**src/rtl/cam_awb_pkg.sv**
```systemverilog
// cam_awb_pkg: shared constants, Bayer lane map and gain stepping
// helper for the auto-white-balance controller.
package cam_awb_pkg;

    localparam logic [2:0] GAIN_UNITY = 3'd4;
    localparam logic [2:0] GAIN_MAX   = 3'd7;

    localparam logic [2:0] S_IDLE   = 3'd0;
    localparam logic [2:0] S_LATCH  = 3'd1;
    localparam logic [2:0] S_SRCH_R = 3'd2;
    localparam logic [2:0] S_SRCH_B = 3'd3;
    localparam logic [2:0] S_UPDATE = 3'd4;

    typedef enum logic [1:0] {
        COL_R = 2'd0,
        COL_G = 2'd1,
        COL_B = 2'd2
    } col_e;

    // Even lines carry G,R,G,R on lanes 3..0; odd lines B,G,B,G.
    function automatic col_e lane_col(input logic phase, input logic [1:0] lane);
        if (!phase) begin
            return lane[0] ? COL_G : COL_R;
        end
        return lane[0] ? COL_B : COL_G;
    endfunction

    function automatic logic [2:0] next_gain(input logic [2:0] cur,
                                             input logic [2:0] tgt,
                                             input logic       lim);
        if (!lim || cur == tgt) begin
            return tgt;
        end
        return (tgt > cur) ? cur + 3'd1 : cur - 3'd1;
    endfunction

endpackage

```
**src/rtl/cam_awb_gain_search.sv**
```systemverilog
// cam_awb_gain_search: finds the largest k in 7..1 with num >= (2k-1)*den,
// one shift-add compare per clock; result on the seventh step.
import cam_awb_pkg::*;

module cam_awb_gain_search #(
    parameter int ACC_W = 24
) (
    input  logic             clk_i,
    input  logic             rst_ni,
    input  logic             clr_i,
    input  logic             step_i,
    input  logic [ACC_W+1:0] num_i,
    input  logic [ACC_W-1:0] den_i,
    output logic             done_o,
    output logic [2:0]       code_o
);

    logic [2:0]       k_q;
    logic [2:0]       code_q;
    logic [2:0]       code_d;
    logic [3:0]       mult;
    logic [ACC_W+3:0] prod;
    logic             hit;

    assign mult = {k_q, 1'b0} - 4'd1;

    always_comb begin
        prod = '0;
        for (int b = 0; b < 4; b++) begin
            if (mult[b]) begin
                prod = prod + ({4'b0000, den_i} << b);
            end
        end
    end

    // k is never 0 while stepping, so code 0 doubles as "nothing found yet".
    assign hit    = {2'b00, num_i} >= prod;
    assign code_d = (code_q == 3'd0 && hit) ? k_q : code_q;
    assign done_o = step_i && (k_q == 3'd1);
    assign code_o = code_d;

    always_ff @(posedge clk_i or negedge rst_ni) begin
        if (!rst_ni) begin
            k_q    <= GAIN_MAX;
            code_q <= 3'd0;
        end else if (clr_i || done_o) begin
            k_q    <= GAIN_MAX;
            code_q <= 3'd0;
        end else if (step_i) begin
            k_q    <= k_q - 3'd1;
            code_q <= code_d;
        end
    end

endmodule

```
**src/rtl/cam_awb_gain_ctrl.sv**
```systemverilog
// cam_awb_gain_ctrl: per-frame Bayer colour sums from a 4PPC raw stream,
// then red/blue gain codes relative to green for cam_rgb_gain.
import cam_awb_pkg::*;

module cam_awb_gain_ctrl #(
    parameter int P_DEPTH      = 10,
    parameter int PW           = 40,
    parameter int FRAME_WIDTH  = 640,
    parameter int FRAME_HEIGHT = 480,
    parameter int P_STEP_LIMIT = 1
) (
    input  logic          i_pclk,
    input  logic          i_arstn,
    input  logic          i_vs,
    input  logic          i_valid,
    input  logic [PW-1:0] i_data,
    input  logic          i_awb_en,
    output logic [2:0]    o_red_gain,
    output logic [2:0]    o_green_gain,
    output logic [2:0]    o_blue_gain,
    output logic          o_gain_update,
    output logic          o_busy
);

    localparam int ACC_W = P_DEPTH + $clog2(FRAME_WIDTH * FRAME_HEIGHT / 2);
    localparam int BEATS = FRAME_WIDTH / 4;
    localparam int BW    = $clog2(BEATS + 1);
    localparam logic [BW-1:0] LAST_BEAT = BW'(BEATS - 1);

    logic             vs_q;
    logic             frame_end;
    logic             start;
    logic             phase_q, phase_d, phase_base;
    logic [BW-1:0]    beat_q, beat_d, beat_base;
    logic [ACC_W-1:0] acc_r_q, acc_g_q, acc_b_q;
    logic [ACC_W-1:0] acc_r_d, acc_g_d, acc_b_d;
    logic [ACC_W-1:0] add_r, add_g, add_b;
    logic [ACC_W-1:0] snap_r_q, snap_g_q, snap_b_q;
    logic [P_DEPTH-1:0] px;
    col_e             col;
    logic [2:0]       state_q, state_d;
    logic [2:0]       tgt_r_q, tgt_b_q;
    logic [2:0]       gain_r_q, gain_b_q;
    logic             srch_done;
    logic [2:0]       srch_code;

    assign frame_end = vs_q & ~i_vs;
    assign start     = frame_end & ((state_q == S_IDLE) | (state_q == S_UPDATE));

    // The beat on the frame-end cycle already belongs to the next frame.
    always_comb begin
        phase_base = frame_end ? 1'b0 : phase_q;
        beat_base  = frame_end ? '0 : beat_q;
        add_r = '0;
        add_g = '0;
        add_b = '0;
        px    = '0;
        col   = COL_G;
        for (int l = 0; l < 4; l++) begin
            px  = i_data[l*P_DEPTH +: P_DEPTH];
            col = lane_col(phase_base, 2'(l));
            unique case (col)
                COL_R:   add_r = add_r + ACC_W'(px);
                COL_G:   add_g = add_g + ACC_W'(px);
                default: add_b = add_b + ACC_W'(px);
            endcase
        end
        acc_r_d = (frame_end ? '0 : acc_r_q) + (i_valid ? add_r : '0);
        acc_g_d = (frame_end ? '0 : acc_g_q) + (i_valid ? add_g : '0);
        acc_b_d = (frame_end ? '0 : acc_b_q) + (i_valid ? add_b : '0);
        beat_d  = beat_base;
        phase_d = phase_base;
        if (i_valid) begin
            if (beat_base == LAST_BEAT) begin
                beat_d  = '0;
                phase_d = ~phase_base;
            end else begin
                beat_d = beat_base + 1'b1;
            end
        end
    end

    always_comb begin
        state_d = state_q;
        unique case (state_q)
            S_IDLE:   if (start) state_d = S_LATCH;
            S_LATCH:  state_d = S_SRCH_R;
            S_SRCH_R: if (srch_done) state_d = S_SRCH_B;
            S_SRCH_B: if (srch_done) state_d = S_UPDATE;
            S_UPDATE: state_d = start ? S_LATCH : S_IDLE;
            default:  state_d = S_IDLE;
        endcase
    end

    cam_awb_gain_search #(
        .ACC_W (ACC_W)
    ) u_search (
        .clk_i  (i_pclk),
        .rst_ni (i_arstn),
        .clr_i  (state_q == S_LATCH),
        .step_i ((state_q == S_SRCH_R) || (state_q == S_SRCH_B)),
        .num_i  ({snap_g_q, 2'b00}),
        .den_i  ((state_q == S_SRCH_B) ? snap_b_q : snap_r_q),
        .done_o (srch_done),
        .code_o (srch_code)
    );

    always_ff @(posedge i_pclk or negedge i_arstn) begin
        if (!i_arstn) begin
            vs_q     <= 1'b0;
            phase_q  <= 1'b0;
            beat_q   <= '0;
            acc_r_q  <= '0;
            acc_g_q  <= '0;
            acc_b_q  <= '0;
            snap_r_q <= '0;
            snap_g_q <= '0;
            snap_b_q <= '0;
            state_q  <= S_IDLE;
            tgt_r_q  <= GAIN_UNITY;
            tgt_b_q  <= GAIN_UNITY;
            gain_r_q <= GAIN_UNITY;
            gain_b_q <= GAIN_UNITY;
        end else begin
            vs_q    <= i_vs;
            phase_q <= phase_d;
            beat_q  <= beat_d;
            acc_r_q <= acc_r_d;
            acc_g_q <= acc_g_d;
            acc_b_q <= acc_b_d;
            state_q <= state_d;
            if (start) begin
                snap_r_q <= acc_r_q;
                snap_g_q <= acc_g_q;
                snap_b_q <= acc_b_q;
            end
            if (srch_done && state_q == S_SRCH_R) tgt_r_q <= srch_code;
            if (srch_done && state_q == S_SRCH_B) tgt_b_q <= srch_code;
            if (!i_awb_en) begin
                gain_r_q <= GAIN_UNITY;
                gain_b_q <= GAIN_UNITY;
            end else if (state_q == S_UPDATE) begin
                gain_r_q <= next_gain(gain_r_q, tgt_r_q, P_STEP_LIMIT != 0);
                gain_b_q <= next_gain(gain_b_q, tgt_b_q, P_STEP_LIMIT != 0);
            end
        end
    end

    assign o_red_gain    = gain_r_q;
    assign o_green_gain  = GAIN_UNITY;
    assign o_blue_gain   = gain_b_q;
    assign o_gain_update = (state_q == S_UPDATE);
    assign o_busy        = (state_q == S_LATCH) || (state_q == S_SRCH_R) ||
                           (state_q == S_SRCH_B);

endmodule

```
**config.mk**
```make
export PLATFORM = sky130hd
export DESIGN_NAME = cam_awb_gain_ctrl
export DESIGN_NICKNAME = d
export VERILOG_FILES = /design/src/rtl/cam_awb_pkg.sv /design/src/rtl/cam_awb_gain_search.sv /design/src/rtl/cam_awb_gain_ctrl.sv
export SDC_FILE = /design/constraint.sdc
export NUM_CORES = 1
export LEC_CHECK = 0
export BUFFER_PORTS_ARGS = -buffer_cell sky130_fd_sc_hd__buf_2
export CAP_MARGIN = 20
export CORE_MARGIN = 2
export CORE_UTILIZATION = 50
export CTS_CLUSTER_SIZE = 14
export DETAILED_ROUTE_END_ITERATION = 10
export PLACE_DENSITY = 0.66
export SLEW_MARGIN = 20
export SYNTH_ARGS = -nofsm -noshare
export SYNTH_HDL_FRONTEND = slang
export SYNTH_SLANG_ARGS = --single-unit
```
**constraint.sdc**
```tcl
create_clock -name i_pclk -period 12.05 [get_ports i_pclk]
set_clock_uncertainty 0.05 [all_clocks]
set_input_delay 0.6025 -clock i_pclk [delete_from_list [all_inputs] [get_ports i_pclk]]
set_output_delay 0.6025 -clock i_pclk [all_outputs]
set_load 0.05 [all_outputs]
```
* Word-level counts from Yosys, hierarchy flattened
Cells that the tools add are included.
** Operators by class
- Mux-type cells :: 57
- Eq/ne operators :: 14
- $add $sub $neg :: 22
- Bitwise gates (word level) :: 5
- Reduce and logical (&&, ||, !) cells :: 16
- Order comparisons :: 3
** Operators with widths (number)
- 28-bit two-way mux :: 17
- 28-bit by 10-bit adder with 28-bit output :: 9
- 32-bit two-way mux :: 3
- 28-bit adder :: 3
- 3-bit two-way mux :: 18
- 32-bit by 29-bit adder with 32-bit output :: 1
- 32-bit by 30-bit adder with 32-bit output :: 1
- 32-bit by 31-bit adder with 32-bit output :: 1
- 30-bit by 32-bit >= comparator with 1-bit output :: 1
- 10-bit two-way mux :: 3
- 8-bit two-way mux :: 3
- 3-bit case mux with 5 select lines :: 1
- 1-bit two-way mux :: 11
- 3-bit by 1-bit subtractor with 3-bit output (second input constant) :: 3
- 8-bit by 1-bit adder with 8-bit output (second input constant) :: 1
- 8-bit equality test (second input constant) :: 1
- 3-bit by 1-bit adder with 3-bit output (second input constant) :: 2
- 3-bit by 1-bit equality test with 1-bit output (second input constant) :: 2
- 3-bit by 2-bit equality test with 1-bit output (second input constant) :: 2
- 3-bit equality test :: 2
- 3-bit greater-than comparator :: 2
- 3-bit logical NOT :: 2
- 2-bit inequality test (second input constant) :: 3
- 2-bit by 1-bit equality test with 1-bit output (second input constant) :: 2
- 13 further kinds :: 23
** Storage, ports and cells
- Word-level logic and storage cells :: 133
- Register bits :: 199

* Longest topological paths before layout
- Depth in word-level cells :: 15
- Mapped depth :: 49
- Gate-level depth less buffers :: 44

* By module
From an unflattened synthesis, not the netlist that was laid out.
** Second synthesis, totals
- Cells, all modules :: 2122
- Area total of the unflattened synthesis :: 18710.4 um^2
** Modules (own cells, without submodules)
- cam_awb_gain_ctrl :: times used 1, cells each 1293, area an instance 12731.0 um^2
- cam_awb_gain_search :: times used 1, cells each 829, area an instance 5979.5 um^2

* Worst setup path before layout
Ideal clock, no wire load.
- Kind :: reg-to-reg
- Start :: reg state_q[1]
- End :: reg u_search.code_q[2]
- Data arrival time :: 8.926 ns
- Stages on the path, launching flop included :: 46
- Clock period less this slack :: 9.071 ns
- Data required time :: 11.905 ns
- Path buffers :: 6
- Setup slack :: 2.979 ns
- Library setup time :: 0.095 ns
- Cell sequence :: dfrtp_1 > buf_2 > nand3b_2 > buf_6 > buf_8 > clkbuf_1 > clkbuf_1 > mux2_2 > ha_1 > and2_1 > a221oi_4 > xnor2_1 > nand2_1 > xnor2_1 > ha_1 > a21oi_1 > nor2_1 > or2_2 > [10 not listed] > ha_1 > a21o_1 > a21o_1 > a21oi_1 > o21ai_0 > a211oi_1 > o211ai_2 > a31o_1 > a21oi_1 > xnor2_1 > a221oi_1 > ha_1 > nand3_1 > a211oi_1 > o221ai_1 > a21oi_1 > o21ai_1 > o32ai_2
** Between the ends
- Longest elaborated chain between the ends :: 14
** Ends and longest elaborated chain
- start, declared :: RTL line cam_awb_gain_ctrl.sv:41 : logic [2:0] state_q, state_d;
- start signal, assigned :: RTL line cam_awb_gain_ctrl.sv:131 : state_q <= state_d;
- 3-bit by 2-bit equality test with 1-bit output :: RTL line cam_awb_gain_ctrl.sv:101, cam_awb_gain_ctrl.sv:103
- 28-bit two-way mux :: RTL line cam_awb_gain_ctrl.sv:103 : .den_i ((state_q == S_SRCH_B) ? snap_b_q : snap_r_q),
- 28-bit two-way mux :: RTL line cam_awb_gain_search.sv:30 : if (mult[b]) begin
- 32-bit by 29-bit adder with 32-bit output :: RTL line cam_awb_gain_search.sv:31 : prod = prod + ({4'b0000, den_i} << b);
- 32-bit two-way mux :: RTL line cam_awb_gain_search.sv:30
- 32-bit by 30-bit adder with 32-bit output :: RTL line cam_awb_gain_search.sv:31
- 32-bit two-way mux :: RTL line cam_awb_gain_search.sv:30
- 32-bit by 31-bit adder with 32-bit output :: RTL line cam_awb_gain_search.sv:31
- 32-bit two-way mux :: RTL line cam_awb_gain_search.sv:30
- 30-bit by 32-bit >= comparator with 1-bit output :: RTL line cam_awb_gain_search.sv:37 : assign hit = {2'b00, num_i} >= prod;
- 1-bit logical AND :: RTL line cam_awb_gain_search.sv:38 : assign code_d = (code_q == 3'd0 && hit) ? k_q : code_q;
- 3-bit two-way mux :: RTL line cam_awb_gain_search.sv:38
- 3-bit two-way mux :: RTL line cam_awb_gain_search.sv:49 : end else if (step_i) begin
- 3-bit two-way mux :: RTL line cam_awb_gain_search.sv:46 : end else if (clr_i || done_o) begin
- end signal, assigned :: RTL line cam_awb_gain_search.sv:51 : code_q <= code_d;
- end, declared :: RTL line cam_awb_gain_search.sv:19 : logic [2:0] code_q;
Several ways; a longest one is shown, not always the timed one. The select of a mux whose other input is x is not followed.
A chain may end at the register's enable or synchronous reset.

* Worst setup path in the final report
- Start :: reg state_q[2]
- End :: reg tgt_r_q[0]
** Between the ends
- Longest elaborated chain between the ends :: 12
** Ends and longest elaborated chain
- 3-bit by 2-bit equality test with 1-bit output :: RTL line cam_awb_gain_ctrl.sv:101, cam_awb_gain_ctrl.sv:103
- 28-bit two-way mux :: RTL line cam_awb_gain_ctrl.sv:103
- 28-bit two-way mux :: RTL line cam_awb_gain_search.sv:30
- 32-bit by 29-bit adder with 32-bit output :: RTL line cam_awb_gain_search.sv:31
- 32-bit two-way mux :: RTL line cam_awb_gain_search.sv:30
- 32-bit by 30-bit adder with 32-bit output :: RTL line cam_awb_gain_search.sv:31
- 32-bit two-way mux :: RTL line cam_awb_gain_search.sv:30
- 32-bit by 31-bit adder with 32-bit output :: RTL line cam_awb_gain_search.sv:31
- 32-bit two-way mux :: RTL line cam_awb_gain_search.sv:30
- 30-bit by 32-bit >= comparator with 1-bit output :: RTL line cam_awb_gain_search.sv:37
- 1-bit logical AND :: RTL line cam_awb_gain_search.sv:38
- 3-bit two-way mux :: RTL line cam_awb_gain_search.sv:38
- end signal, assigned :: RTL line cam_awb_gain_ctrl.sv:137 : if (srch_done && state_q == S_SRCH_R) tgt_r_q <= srch_code;
- end, declared :: RTL line cam_awb_gain_ctrl.sv:42 : logic [2:0] tgt_r_q, tgt_b_q;
Several ways; a longest one is shown, not always the timed one.

==> qor.csv <==
metric,value,unit
hpwl dp,33900,um
met2 Use GR,0.363,
post-route cell area,19800,um2
ys flop type,dfrtp_1,
"area leader, netlist",dfrtp_1,
total track usage,0.226,
CP Data Required Time,12370,ps
IO Pins,56,
H-tree depth,4,
met3 usage,0.0274,
Setup CP Type,register to register,
nature of the critical path endpoint,register,
placed cell area,19200,um2
Initial Utilization,0.507,
pre-CTS setup slack,2250,ps
Mapped Area,18600,um2
Yosys top cell area share,0.259,
final hold violation count,0,
largest net degree at the start of global routing,72,
Setup crit start kind,register,
post-synthesis async set-or-reset flop share,1.00,
maximum vdd drop,0.151,mV
power per cell area,227,nW/um2
grt peak-use layer,met2,
grt ovf,0,
CP peak stage delay,600,ps
PortBufs,52,
RSZ-0062 raised after global routing,false,
Pleak,9.85,nW
Via-to-Cell Ratio,5.82,
status,"complete, no violations",
Routed WL,43500,um
Worst-path clk slew,80,ps
distinct cell type count after synthesis,92,
worst hold path type,primary input to asynchronous set/reset pin,
Die Y,197,um
Worst Reg2Reg Path Length in Cells,40,
Final ANT Viol Nets,0,
Layout area overhead,6.76,%
maximum fanout along the worst path,17,
Setup TNS,0,ps
first-pass GRT wire length,72100,um
Post-synth EDFFs,0,
DRC,0,
Crit path top cell by count,a21oi_1,
CTS sink count,199,
RePlAce Congestion,0.948,
WL/cell,16.3,um
Setup WS post-layout,2210,ps
# hold bufs at CTS,0,
CORE AREA,36600,um2
CP max stage cell,nand3b_2,
relative slew slack,0.336,
clk buf depth,2,
CTS tree,yes,
Peak Freq,102,MHz
post_cts resized,0,
initial DRC count,824,
clock root buffer,clkbuf_16,
diodes inserted,0,
Synth Register Bits,199,
TritonRoute pass-1 iters,5,
final count of pins violating max slew,0,
Worst-Margin Slew,977,ps
Finish-stage setup viols,0,
Syn Area/Cell,8.51,um2
clk_lat worst skew,440,ps
CTS Buf Count,17,
vias post-DR,15535,
"commonest non-fill, non-tap cell in the layout",nand2_1,
max_cap viols,0,
register area share after synthesis,0.269,
minimum clock period,9840,ps
"commonest non-fill, non-tap cells in the layout","nand2_1 (263), ha_1 (199), dfrtp_1 (192)",
layout net count,2445,
met1 Use GR,0.327,
largest cells by area after synthesis,"dfrtp_1 (26%), ha_1 (13%), mux2_2 (5.8%), nand2_1 (5.3%), xnor2_1 (4.8%)",
# rows,70,
Die X,197,um
final period utilization,0.816,
initial antenna violation count,0,
fraction of layout cells with a size suffix above 1,0.112,
Post-Syn Instances,2181,
die area,38700,um2
Post-CTS Setup Repair Bufs,0,
YS warnings,0,
vias in the first global route,14876,
critical path arrival,10150,ps
metal layers:
layer	part of all wire	vias up
met3	0.038	47
met1	0.50	7398
met2	0.44	312
li1	-	7778
met4	0.015	0
met5	0	-
Yosys cell counts, types with 31 or more instances:
cell	instances
nor2_1	167
nand2_1	263
clkbuf_1	69
and3_1	35
a21oi_1	155
ha_1	199
nand3_1	33
dfrtp_1	192
o21ai_0	107
a21o_1	57
and2_1	52
mux2_2	96
xnor2_1	101
inv_1	114
xor2_1	59
o21bai_1	31
cell type report:
cell class                      instances  area, um2
Timing Repair Buffer                   69        397
Sequential cell                       199       4990
Clock inverter                         13        146
Inverter                              117        439
Multi-Input combinational cell       1785      12800
Tap cell                              468        586
Fill cell                            3360      16800
Clock buffer                           19        453
worst max-delay path: cells and delay by family, from the launching register on:
kind,cells,cell delay [ps]
AOI/OAI and AO/OA,22,4730
xor gates and xnor gates,3,450
adders and majority gates,6,2010
buffers and inverters,1,140
DFF,1,430
muxes,1,380
and+or+nand+nor,7,1550
metrics by stage:
step | power [mW] | utilization | hold WS [ps] | std cells
global route | 4.94 | 0.541 | 139 | 2670
global placement | 3.84 | 0.525 | 428 | 2638
CTS | 4.51 | 0.541 | 113 | 2670
finish | 4.51 | 0.541 | 105 | 2670
floorplan | 3.28 | - | 257 | 2183
detailed placement | 3.92 | 0.525 | 433 | 2638
cell families (layout without fill, tap and decap cells):
family	count (synthesis)	after routing	share of synthesized area
XOR/XNOR	161	161	0.0770
flip-flops	199	199	0.269
other	2	4	0.000405
AND/OR/NAND/NOR	720	720	0.184
multiplexers	131	131	0.0791
adder cells (fa/ha/maj)	221	221	0.153
AO/OA/AOI/OAI	548	548	0.195
buffers and inverters	199	218	0.0430
sequential cells by signal, indices dropped and copies added (netlist names):
signal,count
o_blue_gain,3
snap_b_q,28
acc_b_q,28
vs_q,1
tgt_r_q,3
acc_g_q,28
u_search.k_q,3
u_search.code_q,3
phase_q,1
state_q,3
snap_r_q,28
beat_q,8
o_red_gain,3
acc_r_q,28
tgt_b_q,3
snap_g_q,28
final timing paths:
| check | start | end | slack, ps |
|---|---|---|---|
| max reg2reg | state_q[2] | tgt_r_q[0] | 2210 |
| min reg2reg | acc_b_q[8] | snap_b_q[8] | 450 |
| min in group i_pclk | i_vs | vs_q | 250 |
| max | state_q[2] | tgt_r_q[0] | 2210 |
| min | i_arstn | acc_r_q[25] | 110 |
| max in group asynchronous | i_arstn | snap_b_q[3] | 9800 |
power breakdown:
part | internal, mW | total (mW) | leakage, nW | switching, mW
registers | 0.791 | 0.903 | 2.64 | 0.112
clock network | 0.289 | 0.565 | 0.295 | 0.276
logic | 1.24 | 3.04 | 6.92 | 1.79
Power figures use the tool's default switching activity.
